**src/rtl/eint_filter.sv**
```systemverilog
// External-interrupt conditioner: debounces a synchronized pin, detects edges/levels
// per trig_mode, and latches a pending flag presented as a masked request.
module eint_filter #(
  parameter int DEB_W = 8
) (
  input  logic             clk,
  input  logic             rst_n,
  input  logic             sig_sync,
  input  logic [DEB_W-1:0] deb_len,
  input  logic [2:0]       trig_mode,
  input  logic             irq_en,
  input  logic             pend_clr,
  output logic             sig_filt,
  output logic             edge_rise,
  output logic             edge_fall,
  output logic             irq_pend,
  output logic             irq
);

  typedef enum logic {STABLE, FILTER} state_t;

  state_t           state, state_n;
  logic [DEB_W-1:0] cnt, cnt_n;
  logic [DEB_W:0]   cnt_inc;
  logic [DEB_W:0]   len_eff;
  logic             mismatch;
  logic             upd;
  logic             set;

  // Compare at DEB_W+1 bits so a full-scale deb_len never wraps the count.
  assign cnt_inc  = {1'b0, cnt} + {{DEB_W{1'b0}}, 1'b1};
  assign len_eff  = (deb_len == '0) ? {{DEB_W{1'b0}}, 1'b1} : {1'b0, deb_len};
  assign mismatch = (sig_sync != sig_filt);
  assign upd      = mismatch && (cnt_inc >= len_eff);

  always_comb begin
    state_n = state;
    cnt_n   = '0;
    case (state)
      STABLE: begin
        if (mismatch && !upd) begin
          state_n = FILTER;
          cnt_n   = cnt_inc[DEB_W-1:0];
        end else begin
          state_n = STABLE;
        end
      end
      FILTER: begin
        if (!mismatch || upd) begin
          state_n = STABLE;
        end else begin
          cnt_n = cnt_inc[DEB_W-1:0];
        end
      end
      default: state_n = STABLE;
    endcase
  end

  always_comb begin
    set = 1'b0;
    case (trig_mode)
      3'd0:    set = edge_rise;
      3'd1:    set = edge_fall;
      3'd2:    set = edge_rise | edge_fall;
      3'd3:    set = sig_filt;
      3'd4:    set = ~sig_filt;
      default: set = 1'b0;
    endcase
  end

  always_ff @(posedge clk or negedge rst_n) begin
    if (!rst_n) begin
      state     <= STABLE;
      cnt       <= '0;
      sig_filt  <= 1'b0;
      edge_rise <= 1'b0;
      edge_fall <= 1'b0;
      irq_pend  <= 1'b0;
    end else begin
      state     <= state_n;
      cnt       <= cnt_n;
      if (upd) sig_filt <= sig_sync;
      edge_rise <= upd & sig_sync;
      edge_fall <= upd & ~sig_sync;
      // Set beats clear so an event coinciding with a clear is not lost.
      irq_pend  <= set | (irq_pend & ~pend_clr);
    end
  end

  assign irq = irq_pend & irq_en;

endmodule

```
**config.mk**
```make
export PLATFORM = sky130hd
export DESIGN_NAME = eint_filter
export DESIGN_NICKNAME = d
export VERILOG_FILES = /design/src/rtl/eint_filter.sv
export SDC_FILE = /design/constraint.sdc
export NUM_CORES = 1
export LEC_CHECK = 0
export CAP_MARGIN = 10
export CELL_PAD_IN_SITES_DETAIL_PLACEMENT = 1
export CELL_PAD_IN_SITES_GLOBAL_PLACEMENT = 2
export CORE_MARGIN = 2
export CORE_UTILIZATION = 28
export DETAILED_ROUTE_END_ITERATION = 8
export GPL_TIMING_DRIVEN = 0
export PLACE_DENSITY = 0.86
export REMOVE_ABC_BUFFERS = 1
export SYNTH_ARGS = -nofsm -noshare
export SYNTH_HDL_FRONTEND = slang
export SYNTH_SLANG_ARGS = --single-unit
export TNS_END_PERCENT = 10
```
**constraint.sdc**
```tcl
create_clock -name clk -period 2.5 [get_ports clk]
set_input_delay 0.5 -clock clk [delete_from_list [all_inputs] [get_ports clk]]
set_output_delay 0.5 -clock clk [all_outputs]
set_load 0.01 [all_outputs]
```
==> impl_results.md <==
- Status: finished, final reports clean
- Post-DR wirelength/cell: 13.74 um
- Max_cap viols: 0
- Mapped cell area: 777.0 sq um
- HP Class: flip-flop to flip-flop
- Share of cells above drive strength 1: 0.1495
- Fin cells: 138
- Max Freq: 0.4088 GHz
- Largest net degree at the start of global routing: 13
- Critical path class: input port to flip-flop
- GRT overflow: 0
- # diodes: 0
- Worst slew pin tran: 0.5542 ns
- Final Setup Violations: 0
- Max-slew violations: 0
- Row count: 19
- Worst r2r path cells: 10
- Leading area contributor after synthesis: dfrtp_1
- Filler cells: 319
- Cell variety after synth: 26
- Port Buffer Count: 20
- CTS tree: yes
- CP Data Required Time: 2.66 ns
- TritonCTS buffer count: 3
- Worst-Skew Late Latency: 0.27 ns
- TritonCTS Sinks: 12
- Final net count: 134
- Area Growth Syn to Fin: 39.45%
- Core Area: 2686 sq um
- Fin Clk Skew: 0.004010 ns
- Placed Cells: 133
- Endpoints failing hold: 0
- IO Pins: 21
- NetSw: 0.0002074 W
- Clk pin slew, worst setup/hold paths: 0.07 ns
- Clock power share: 0.187
- Switching share of power: 0.3361
- Post-detail-place hpwl: 1521 um
- First-pass GRT wire length: 3187 um
- # hold bufs at CTS: 0
- LEAKAGE: 0.5270 nW
- GRT Resource Usage Total: 0.1295
- Post-Synthesis Mean Instance Area: 9.476 sq um
- Synth area leaders: dfrtp_1 (39%), ha_1 (14%), and2_1 (6.4%)
- Register area share after synthesis: 0.3865
- Initial core utilization: 0.2892
- Synthesis warning total: 0
- Die Wd: 56.68 um
- DRT antenna net count: 0
- CP Launch Type: input port
- CP endpoint kind: flip-flop
- Post-synth top area share: 0.3865
- Vias in the first global route: 726
- PwrDens: 569.6 nW/um^2
- Sequential power share: 0.429
- Finished Cell Area: 1084 sq um
- Placer congestion estimate: 0.7480
- FF+latch count, synth: 12
- Final wirelength: 1896 um
- H-Tree Depth: 1
- Sum Neg Setup Slack: 0 ns
- Setup WS pre-CTS: -0.6097 ns
- Worst-case vdd ir drop: 0.2842 mV
- Most numerous cell in the Yosys netlist: dfrtp_1
- Clk root buf: clkbuf_4
- Worst slew margin: 0.6294
- Max FO, Critical Path: 2
- Async SR Flop Fraction: 1.000
- EDFF count, synth: 0
- Die ar.: 3213 sq um
- Vias: 670
- Worst EP arrival: 2.61 ns
- Post-synthesis cell count: 82
- Drt via density: 4.855
- DRC: 0
- Initial antenna violation count: 0
- Initial DRT Pass Iterations: 3
- Die span in y: 56.68 um
- Final worst slack: 0.05406 ns
- Cell Area, Placed: 1016 sq um
- Comb power frac: 0.385
- Hold Path Depth: 1
- Post-synth top flop: dfrtp_1
- Crit path time final: 2.446 ns
- Pint: 0.0004097 W
- Clock Tree Buf Depth: 2
- Fin crit share: 0.9784
- DR iter-0 viols: 2
- Post-synth top cells: dfrtp_1 (12), inv_1 (10), ha_1 (9)
-- state kept, by name, indices dropped and copies added (netlist names) --
signal     count
edge_rise      1
sig_filt       1
cnt            8
edge_fall      1
irq_pend       1
-- worst paths after layout --
path / to / startpoint / slack (ns)
worst max-delay path: sig_filt / deb_len[2] / 0.05
worst min-delay path: cnt[0] / cnt[0] / 0.51
min in group asynchronous: cnt[3] / rst_n / 0.58
worst max register to register: sig_filt / cnt[0] / 0.15
max in group asynchronous: cnt[0] / rst_n / 1.52
worst min register to register: cnt[0] / cnt[0] / 0.51
-- kinds of logic after synthesis --
group	count (synthesis)	synth area share
AND/OR/NAND/NOR	30	0.2094
flip-flops	12	0.3865
AO/OA/AOI/OAI	11	0.09822
buffers and inverters	11	0.05314
adder cells (fa/ha/maj)	9	0.1449
XOR/XNOR	7	0.07891
multiplexers	2	0.02898
-- per-layer routing --
metal  routed length, um  track usage  vias up
met5                   0            0        -
met4                  11      0.02041        0
met3                 116      0.05530        2
met2                 955       0.2309       18
met1                 813       0.1445      322
li1                    -            -      328
-- timing repair --
action	CTS	global route
resized for setup	6	6
buffers inserted	1	1
endpoints found under the setup margin	11	8
cloned	0	0
pin swaps	3	4
-- cell type report --
| cell class | count | area [sq um] | area share |
|---|---|---|---|
| clock buffer | 3 | 22.52 | 0.02079 |
| multi-input combinational | 59 | 469.2 | 0.4330 |
| tap | 31 | 38.79 | 0.03580 |
| inverter | 11 | 41.29 | 0.03811 |
| timing repair buffer | 22 | 210.2 | 0.1940 |
| sequential | 12 | 301.5 | 0.2783 |
-- power by group through the flow --
| stage | clock network [W] | logic (W) | registers (W) |
|---|---|---|---|
| final | 0.000115 | 0.000237 | 0.000265 |
| after global routing | 0.000134 | 0.000269 | 0.000269 |
| after CTS | 0.000122 | 0.000225 | 0.000259 |
| after detailed placement | 0 | 0.000220 | 0.000262 |
| after global placement | 0 | 0.000208 | 0.000260 |
| after floorplan | 0 | 0.000121 | 0.000259 |
-- cells in the final DEF (no fill, tap or decap), types with 3 or more instances in the layout --
cell	count
nor2_1	6
clkdlybuf4s50_1	16
a21oi_1	4
and2_1	8
ha_1	9
dlygate4sd2_1	4
dfrtp_1	11
inv_1	9
nand3_1	4
xor2_1	5
clkbuf_4	3
-- metrics by stage --
| step | util | total power, W | hold WS [ns] |
|---|---|---|---|
| global route | 0.4034 | 0.0006720 | 0.5344 |
| floorplan | - | 0.0003799 | 0.2044 |
| global placement | 0.3782 | 0.0004683 | 0.5176 |
| CTS | 0.3931 | 0.0006065 | 0.5411 |
| finish | 0.4034 | 0.0006172 | 0.5091 |
| detailed placement | 0.3782 | 0.0004825 | 0.5281 |
-- critical path, stage by stage --
cell and delay (ns):
clkdlybuf4s50_1 0.45, inv_1 0.06, a41o_1 0.25, ha_1 0.27, nand2b_4 0.13, a211o_1 0.27
a22oi_2 0.21, and2_4 0.18, mux2_4 0.29
Note: power is estimated with default switching activity, not from simulation.
